<file path="src/rtl/ama_riscv_pipe_ctrl_pkg.sv">
// Shared pipeline-control types: stage_ctrl_t, sequencer state
// and the stall-cause priority encoding used by tracer/core view.
package ama_riscv_pipe_ctrl_pkg;

  typedef struct packed {
    logic en;
    logic bubble;
  } stage_ctrl_t;

  typedef enum logic {
    PC_RUN   = 1'b0,
    PC_DRAIN = 1'b1
  } pipe_ctrl_state_t;

  typedef logic [2:0] stall_cause_t;

  // Larger value = higher priority
  localparam stall_cause_t CAUSE_NONE  = 3'd0;
  localparam stall_cause_t CAUSE_IC    = 3'd1;
  localparam stall_cause_t CAUSE_LU    = 3'd2;
  localparam stall_cause_t CAUSE_SER   = 3'd3;
  localparam stall_cause_t CAUSE_DRAIN = 3'd4;
  localparam stall_cause_t CAUSE_FLUSH = 3'd5;
  localparam stall_cause_t CAUSE_DC    = 3'd6;

  localparam stage_ctrl_t SC_RUN  = '{en: 1'b1, bubble: 1'b0};
  localparam stage_ctrl_t SC_HOLD = '{en: 1'b0, bubble: 1'b0};
  localparam stage_ctrl_t SC_BUB  = '{en: 1'b1, bubble: 1'b1};

endpackage

</file>
<file path="src/rtl/ama_riscv_pipe_ctrl_if.sv">
// Request/control bundle between the pipe sequencer and the stages.
// master = core side (drives requests), slave = sequencer.
interface ama_riscv_pipe_ctrl_if;
  import ama_riscv_pipe_ctrl_pkg::*;

  logic        ic_stalled;
  logic        dc_stalled;
  logic        load_use;
  logic        mispredict;
  logic        serialize_exe;
  stage_ctrl_t ctrl_fet_dec;
  stage_ctrl_t ctrl_dec_exe;
  stage_ctrl_t ctrl_exe_mem;
  stage_ctrl_t ctrl_mem_wbk;
  stage_ctrl_t ctrl_wbk_ret;
  logic        fetch_en;
  logic        redirect;

  modport master (
    output ic_stalled, dc_stalled, load_use,
    output mispredict, serialize_exe,
    input  ctrl_fet_dec, ctrl_dec_exe,
    input  ctrl_exe_mem, ctrl_mem_wbk,
    input  ctrl_wbk_ret, fetch_en, redirect
  );

  modport slave (
    input  ic_stalled, dc_stalled, load_use,
    input  mispredict, serialize_exe,
    output ctrl_fet_dec, ctrl_dec_exe,
    output ctrl_exe_mem, ctrl_mem_wbk,
    output ctrl_wbk_ret, fetch_en, redirect
  );

endinterface

</file>
<file path="src/rtl/ama_riscv_sat_cnt.sv">
// Saturating up-counter with async active-low reset.
module ama_riscv_sat_cnt #(
  parameter int W = 32
) (
  input  logic         clk,
  input  logic         rst_n,
  input  logic         inc,
  output logic [W-1:0] cnt
);

  logic [W-1:0] cnt_q;
  logic [W-1:0] cnt_d;

  always_comb begin
    cnt_d = cnt_q;
    if (inc && !(&cnt_q)) cnt_d = cnt_q + 1'b1;
  end

  always_ff @(posedge clk or negedge rst_n) begin
    if (!rst_n) cnt_q <= '0;
    else        cnt_q <= cnt_d;
  end

  assign cnt = cnt_q;

endmodule

</file>
<file path="src/rtl/ama_riscv_pipe_ctrl.sv">
// Stall/flush sequencer for the 5-stage core.
// Optional stall counters: define PIPE_CTRL_PERF_EN.
module ama_riscv_pipe_ctrl
  import ama_riscv_pipe_ctrl_pkg::*;
#(
  parameter int DRAIN_CYCLES = 3,
  parameter int PERF_CNT_W   = 32
) (
  input  logic clk,
  input  logic rst_n,
  ama_riscv_pipe_ctrl_if.slave pc
`ifdef PIPE_CTRL_PERF_EN
  ,
  output logic [PERF_CNT_W-1:0] perf_dc_stall,
  output logic [PERF_CNT_W-1:0] perf_load_use,
  output logic [PERF_CNT_W-1:0] perf_flush,
  output logic [PERF_CNT_W-1:0] perf_drain
`endif
);

  localparam int CW =
    (DRAIN_CYCLES > 1) ? $clog2(DRAIN_CYCLES) : 1;
  localparam logic [CW-1:0] CNT_INIT =
    CW'(DRAIN_CYCLES - 1);

  pipe_ctrl_state_t state_q, state_d;
  logic [CW-1:0]    cnt_q, cnt_d;
  logic             flush_pend_q, flush_pend_d;
  stall_cause_t     cause;
  logic             flush;

  always_comb begin
    state_d      = state_q;
    cnt_d        = cnt_q;
    flush_pend_d = flush_pend_q;
    cause        = CAUSE_NONE;
    flush        = pc.mispredict | flush_pend_q;

    case (state_q)
      PC_RUN: ;
      PC_DRAIN: begin
        if (!pc.dc_stalled) begin
          if (cnt_q == '0) state_d = PC_RUN;
          else             cnt_d   = cnt_q - 1'b1;
        end
      end
      default: state_d = PC_RUN;
    endcase

    if (pc.dc_stalled) begin
      cause = CAUSE_DC;
      if (pc.mispredict) flush_pend_d = 1'b1;
    end else if (flush) begin
      cause        = CAUSE_FLUSH;
      flush_pend_d = 1'b0;
      if (pc.serialize_exe) begin
        state_d = PC_DRAIN;
        cnt_d   = CNT_INIT;
      end
    end else if (state_q == PC_DRAIN) begin
      cause = CAUSE_DRAIN;
    end else if (pc.serialize_exe) begin
      // inst advances to mem this cycle
      cause   = CAUSE_SER;
      state_d = PC_DRAIN;
      cnt_d   = CNT_INIT;
    end else if (pc.load_use) begin
      cause = CAUSE_LU;
    end else if (pc.ic_stalled) begin
      cause = CAUSE_IC;
    end
  end

  always_comb begin
    pc.ctrl_fet_dec = SC_RUN;
    pc.ctrl_dec_exe = SC_RUN;
    pc.ctrl_exe_mem = SC_RUN;
    pc.ctrl_mem_wbk = SC_RUN;
    pc.ctrl_wbk_ret = SC_RUN;
    pc.fetch_en     = 1'b1;
    pc.redirect     = 1'b0;
    unique case (cause)
      CAUSE_DC: begin
        pc.ctrl_fet_dec = SC_HOLD;
        pc.ctrl_dec_exe = SC_HOLD;
        pc.ctrl_exe_mem = SC_HOLD;
        pc.ctrl_mem_wbk = SC_BUB;
        pc.fetch_en     = 1'b0;
      end
      CAUSE_FLUSH: begin
        pc.ctrl_fet_dec = SC_BUB;
        pc.ctrl_dec_exe = SC_BUB;
        pc.redirect     = 1'b1;
      end
      CAUSE_DRAIN, CAUSE_LU: begin
        pc.ctrl_fet_dec = SC_HOLD;
        pc.ctrl_dec_exe = SC_BUB;
        pc.fetch_en     = 1'b0;
      end
      CAUSE_IC: begin
        pc.ctrl_fet_dec = SC_BUB;
        pc.fetch_en     = 1'b0;
      end
      default: ;
    endcase
    if (!rst_n) begin
      pc.ctrl_fet_dec = SC_BUB;
      pc.ctrl_dec_exe = SC_BUB;
      pc.ctrl_exe_mem = SC_BUB;
      pc.ctrl_mem_wbk = SC_BUB;
      pc.ctrl_wbk_ret = SC_BUB;
      pc.fetch_en     = 1'b0;
      pc.redirect     = 1'b0;
    end
  end

  always_ff @(posedge clk or negedge rst_n) begin
    if (!rst_n) begin
      state_q      <= PC_RUN;
      cnt_q        <= '0;
      flush_pend_q <= 1'b0;
    end else begin
      state_q      <= state_d;
      cnt_q        <= cnt_d;
      flush_pend_q <= flush_pend_d;
    end
  end

`ifdef PIPE_CTRL_PERF_EN
  ama_riscv_sat_cnt #(.W(PERF_CNT_W)) u_perf_dc (
    .clk(clk), .rst_n(rst_n),
    .inc(cause == CAUSE_DC), .cnt(perf_dc_stall)
  );
  ama_riscv_sat_cnt #(.W(PERF_CNT_W)) u_perf_lu (
    .clk(clk), .rst_n(rst_n),
    .inc(cause == CAUSE_LU), .cnt(perf_load_use)
  );
  ama_riscv_sat_cnt #(.W(PERF_CNT_W)) u_perf_fl (
    .clk(clk), .rst_n(rst_n),
    .inc(cause == CAUSE_FLUSH), .cnt(perf_flush)
  );
  ama_riscv_sat_cnt #(.W(PERF_CNT_W)) u_perf_dr (
    .clk(clk), .rst_n(rst_n),
    .inc(cause == CAUSE_DRAIN), .cnt(perf_drain)
  );
`endif

endmodule
</file>
<file path="src/flat_wrapper.sv">
// flat-port wrapper written by rule: the top's interface ports become plain ports
module ama_riscv_pipe_ctrl_flat import ama_riscv_pipe_ctrl_pkg::*;
#(
  parameter int DRAIN_CYCLES = 3,
  parameter int PERF_CNT_W   = 32
)
  (clk, rst_n, pc_ic_stalled, pc_dc_stalled, pc_load_use, pc_mispredict, pc_serialize_exe, pc_ctrl_fet_dec, pc_ctrl_dec_exe, pc_ctrl_exe_mem, pc_ctrl_mem_wbk, pc_ctrl_wbk_ret, pc_fetch_en, pc_redirect);
  ama_riscv_pipe_ctrl_if pc_i ();
  input  logic clk;
  input  logic rst_n;
  input wire logic [$bits(pc_i.ic_stalled)-1:0] pc_ic_stalled;
  input wire logic [$bits(pc_i.dc_stalled)-1:0] pc_dc_stalled;
  input wire logic [$bits(pc_i.load_use)-1:0] pc_load_use;
  input wire logic [$bits(pc_i.mispredict)-1:0] pc_mispredict;
  input wire logic [$bits(pc_i.serialize_exe)-1:0] pc_serialize_exe;
  output wire logic [$bits(pc_i.ctrl_fet_dec)-1:0] pc_ctrl_fet_dec;
  output wire logic [$bits(pc_i.ctrl_dec_exe)-1:0] pc_ctrl_dec_exe;
  output wire logic [$bits(pc_i.ctrl_exe_mem)-1:0] pc_ctrl_exe_mem;
  output wire logic [$bits(pc_i.ctrl_mem_wbk)-1:0] pc_ctrl_mem_wbk;
  output wire logic [$bits(pc_i.ctrl_wbk_ret)-1:0] pc_ctrl_wbk_ret;
  output wire logic [$bits(pc_i.fetch_en)-1:0] pc_fetch_en;
  output wire logic [$bits(pc_i.redirect)-1:0] pc_redirect;
  assign pc_i.ic_stalled = pc_ic_stalled;
  assign pc_i.dc_stalled = pc_dc_stalled;
  assign pc_i.load_use = pc_load_use;
  assign pc_i.mispredict = pc_mispredict;
  assign pc_i.serialize_exe = pc_serialize_exe;
  assign pc_ctrl_fet_dec = pc_i.ctrl_fet_dec;
  assign pc_ctrl_dec_exe = pc_i.ctrl_dec_exe;
  assign pc_ctrl_exe_mem = pc_i.ctrl_exe_mem;
  assign pc_ctrl_mem_wbk = pc_i.ctrl_mem_wbk;
  assign pc_ctrl_wbk_ret = pc_i.ctrl_wbk_ret;
  assign pc_fetch_en = pc_i.fetch_en;
  assign pc_redirect = pc_i.redirect;
  ama_riscv_pipe_ctrl #(.DRAIN_CYCLES(DRAIN_CYCLES), .PERF_CNT_W(PERF_CNT_W)) u_core (.clk(clk), .rst_n(rst_n), .pc(pc_i));
endmodule
</file>
<file path="config.mk">
export PLATFORM = sky130hd
export DESIGN_NAME = ama_riscv_pipe_ctrl_flat
export DESIGN_NICKNAME = d
export VERILOG_FILES = /design/src/rtl/ama_riscv_pipe_ctrl_pkg.sv /design/src/rtl/ama_riscv_pipe_ctrl_if.sv /design/src/rtl/ama_riscv_sat_cnt.sv /design/src/rtl/ama_riscv_pipe_ctrl.sv /design/src/flat_wrapper.sv
export SDC_FILE = /design/constraint.sdc
export NUM_CORES = 1
export LEC_CHECK = 0
export CORE_AREA = 3 3 40 42
export DETAILED_ROUTE_END_ITERATION = 16
export DIE_AREA = 0 0 43 45
export GPL_TIMING_DRIVEN = 0
export PLACE_DENSITY = 0.68
export RECOVER_POWER = 100
export REMOVE_ABC_BUFFERS = 1
export SLEW_MARGIN = 15
export SYNTH_ARGS = -nofsm -noshare
export SYNTH_HDL_FRONTEND = slang
export SYNTH_SLANG_ARGS = --single-unit
</file>
<file path="constraint.sdc">
create_clock -name clk -period 1.22 [get_ports clk]
set_clock_uncertainty 0.15 [all_clocks]
set_input_delay 0.244 -clock clk [delete_from_list [all_inputs] [get_ports clk]]
set_output_delay 0.244 -clock clk [all_outputs]
set_load 0.1 [all_outputs]
</file>
Word level (Yosys, flattened, before mapping):

Index checks and enable logic that the tools add are counted.
W data, S select, Z words.

* register bits after elaboration: 4
* input bits: 7
* output and inout port bits: 12

* add/sub/neg operators: 1
* eq/ne operators: 6
* multiplexer cells: 36
* bitwise operators: 1
* reduce and logical (&&, ||, !) cells: 7

Operator list (number)
* $mux W2: 11
* $mux W1: 18
* $mux W3: 5
* $eq A3 B3 Y1 const B: 3
* $pmux W2 S2: 2
* $reduce_or A3 Y1: 2
* $reduce_or A4 Y1: 1
* $eq A3 B1 Y1 const B: 1
* $eq A3 B2 Y1 const B: 1
* $logic_not A2 Y1: 1
* $ne A2 B1 Y1 const B: 1
* $reduce_and A2 Y1: 1
* $reduce_bool A2 Y1: 1
* $reduce_or A2 Y1: 1
* $sub A2 B1 Y2 const B: 1
* $or A1 B1 Y1: 1

Logic depth before layout (Yosys ltp):

Gate-level depths: netlist (run 1).

* depth after elaboration: 10
* depth in mapped cells: 4

Worst setup path after synthesis (run 1):

No wires, ideal clock.

* path kind: reg2out
* from: reg u_core.state_q
* to: out pc_ctrl_fet_dec[0]
* data arrival time: 2.881 ns
* required time: 0.826 ns
* path slack: -2.055 ns
* stages on the path, launching flop included: 5
* path through: dfrtp_1 > buf_6 > nor4b_1 > nor3_1 > o21ai_0

* longest elaborated chain between the ends: 7
* elaborated cells between the ends (all ways): 12

RTL lines
* start, declared: RTL line ama_riscv_pipe_ctrl.sv:26 `pipe_ctrl_state_t state_q, state_d;`
* start signal, assigned: RTL line ama_riscv_pipe_ctrl.sv:123 `state_q <= state_d;`
* $mux W3 (*): RTL line ama_riscv_pipe_ctrl.sv:60 `end else if (state_q == PC_DRAIN) begin`
* $mux W3 (*): RTL line ama_riscv_pipe_ctrl.sv:53 `end else if (flush) begin`
* $mux W3 (*): RTL line ama_riscv_pipe_ctrl.sv:50 `if (pc.dc_stalled) begin`
* $eq A3 B3 Y1 (tied with other cells): RTL line ama_riscv_pipe_ctrl.sv:82 `unique case (cause)`
* $reduce_or A3 Y1 (no source line) / $reduce_or A2 Y1 (equally long branches)
* $pmux W2 S2 (*): RTL line ama_riscv_pipe_ctrl.sv:82
* $mux W2 (*): RTL line ama_riscv_pipe_ctrl.sv:106 `if (!rst_n) begin`
* end, declared: RTL line flat_wrapper.sv:16 `output wire logic [$bits(pc_i.ctrl_fet_dec)-1:0] pc_ctrl_fet_dec;`

Mark *: on every way between the ends. The rest lies on a longest branch, timed or not.

Final worst setup path (run 1):

Same ends and word-level chain as after synthesis.

==> results of run 1 <==
-- stage by stage --
| stage | instances | total power [uW] | utilization, % |
|---|---|---|---|
| 2_1_floorplan | 36 | 554 | - |
| 3_3_place_gp | 67 | 656 | 35.0 |
| 3_5_place_dp | 67 | 661 | 35.0 |
| 4_1_cts | 76 | 969 | 42.6 |
| 5_1_grt | 80 | 1120 | 49.0 |
| 6_report | 80 | 1050 | 49.0 |
-- path summary, 6_finish.rpt --
kind / endpoint / slack, ps / cells after the start
setup / recovery: pc_ctrl_fet_dec[0] / -560 / 4
hold / removal: u_core.cnt_q[0] / 250 / 3
setup reg to reg: u_core.cnt_q[0] / -320 / 7
hold reg to reg: u_core.cnt_q[1] / 400 / 1
max in group asynchronous: u_core.state_q / 170 / 2
min in group asynchronous: u_core.flush_pend_q / 550 / 2
-- placed cells by master (no fill, tap or decap), types with 2 or more instances in the layout --
master | synthesis | layout
buf_4 | 3 | 9
buf_6 | 2 | 7
nand2_1 | 6 | 4
o21ai_1 | 0 | 3
nor2_1 | 5 | 3
clkbuf_4 | 0 | 3
dlygate4sd2_1 | 0 | 3
buf_12 | 0 | 3
dfrtp_1 | 4 | 3
nor2b_1 | 2 | 2
nor2_4 | 0 | 2
a32o_1 | 2 | 2
conb_1 | 1 | 2
-- cell families (layout without fill, tap and decap cells) --
group,count (synthesis),after routing,share of synthesized area (%)
buffers and inverters,7,31,16.9
AOI/OAI and AO/OA,10,10,22.1
and+or+nand+nor,18,18,27.7
other,1,2,1.20
DFF,4,4,32.1
-- timing repair --
| action | CTS | global route |
|---|---|---|
| pin swaps | 5 | 7 |
| hold buffers | 1 | 0 |
| gates resized for setup | 99 | 14 |
| hold endpoints to repair | 4 | 0 |
| endpoints found under the setup margin | 13 | 10 |
| setup buffers | 5 | 4 |
-- cell type report --
class	instances	share of cell area, %
clock buffers	3	3.58
inverters	2	1.19
multi-input cells	30	35.4
flip-flops and latches	4	16.1
well taps	15	2.98
repair buffers	26	40.8
-- worst max-delay path, stage by stage (launching register included) --
cell and delay (ps):
dfrtp_2 450, nor4b_4 250, nor3_2 60, o21ai_1 150
buf_6 240
-- synthesized netlist by cell type --
master	count	area [um^2]
a21oi_1	1	5.00
a31oi_1	1	6.26
a32o_1	2	20.0
buf_4	3	22.5
buf_6	2	22.5
conb_1	1	3.75
dfrtp_1	4	100
inv_1	2	7.51
nand2_1	6	22.5
nand4_1	1	6.26
nor2_1	5	18.8
nor2b_1	2	12.5
nor3_1	1	5.00
nor4_1	1	6.26
nor4b_1	1	8.76
o211ai_1	1	7.51
o21a_1	1	7.51
o21ai_0	3	15.0
o21bai_1	1	7.51
or3_1	1	6.26
-- where the power goes --
| part | switching (uW) | total (uW) | internal, uW | leakage [uW] |
|---|---|---|---|---|
| logic | 353 | 631 | 278 | 0.000221 |
| clock network | 52.6 | 163 | 110 | 0.0000138 |
| registers | 72.4 | 261 | 189 | 0.0000472 |
| total | 478 | 1050 | 576 | 0.000282 |
-- sequential cells by signal (all words and copies together), names as in the netlist --
signal	count
u_core.flush_pend_q	1
u_core.state_q	1
u_core.cnt_q	2
-- routing by layer --
metal / share of wire, % / global-route usage [%] / vias up
met2: 50 / 17.1 / 18
li1: - / - / 189
met3: 8.6 / 1.99 / 2
met5: 0 / 0 / -
met1: 40 / 13.7 / 176
met4: 1.4 / 7.83 / 0
==> out/results.txt, run 1 <==
Outcome = finished with violations
Failing checks = setup timing
Number of port buffers = 16
HP Class = in -> reg
Initial antenna violation count = 0
WL/cell = 13.6 um
CTS tree = built
Minimum period implied by the final worst setup slack = 1780 ps
DRC = 0
Crit-path max FO = 5
Final setup violation count = 13
Critical path startpoint = u_core.state_q
Largest net degree at the start of global routing = 10
Placed Area = 449 um^2
Nets = 74
Post-route cell area = 629 um^2
Pre-antenna DRT Iters = 4
Post-synthesis register bit count = 4
Sink Count = 4
CP arrival = 1390 ps
Multi-input logic area = 223 um^2
RSZ-0062 raised after global routing = yes
Antenna-violating nets left = 0
Synth Area per Inst = 7.79 um^2
Netlist Area Pre-Place = 312 um^2
GPL Wtd Cong = 0.682
Buffers from clock root to sink, at most = 2
Die X = 43 um
Place WS = -1640 ps
Chip height = 45 um
Power density cells = 1680 nW/um^2
FMAX = 562 MHz
GRT Util Overall = 11.0%
Via count = 385
Critical Path RT = 830 ps
Register area = 101 um^2
Ys Warns = 0
DP HPWL = 555 um
Worst VDD drop = 0.895 mV
Core ar. = 1280 um^2
Post-synthesis cell count = 40
Latest clock arrival within the worst-skew pair = 230 ps
Hold_ws = 248 ps
Clock Pin Slew Worst Setup and Hold Paths = 40 ps
Layout area overhead = 102%
# fillers = 125
Vias per std cell = 4.81
Setup TNS = -3330 ps
Iter 0 DRT Violations = 11
Endpoint class of the critical path = primary output
Seq/Total Area, Yosys = 32.1%
Startpoint Class = register
Total gr overflow = 0
Final wirelength = 1.09 mm
Initial Util = 24.2%
Min-delay src = pc_dc_stalled
Antenna cells = 0
Die ar. = 1940 um^2
RR Startpoint = u_core.state_q
Lkg Pwr = 0.000282 uW
Inserted Clock Buffers = 3
Row count = 13
Io pins = 19
Final Hold Viols = 0
Final period utilization = 146%
H-tree levels = 1
Critical path class = reg -> out
Vias in the first global route = 365
Share of layout cells above drive strength 1 = 52.3%
Distinct cells, synth = 20
Root buffer cell = clkbuf_4
Setup WS post-layout = -561 ps
Max Cap Violations = 0
Final Max Tran Viols = 0
First-pass GRT wire length = 1.55 mm
No activity file was read; power rests on OpenSTA's default activity.
==> inputs of run 2 (changes only) <==
--- a/config.mk
+++ b/config.mk
@@ -6,6 +6,7 @@
 export NUM_CORES = 1
 export LEC_CHECK = 0
 export CORE_AREA = 3 3 40 42
+export CTS_CLUSTER_DIAMETER = 50
 export DETAILED_ROUTE_END_ITERATION = 16
 export DIE_AREA = 0 0 43 45
 export GPL_TIMING_DRIVEN = 0
==> results of run 2 <==
Final layout, timing and power as in run 1 (identical DEF).
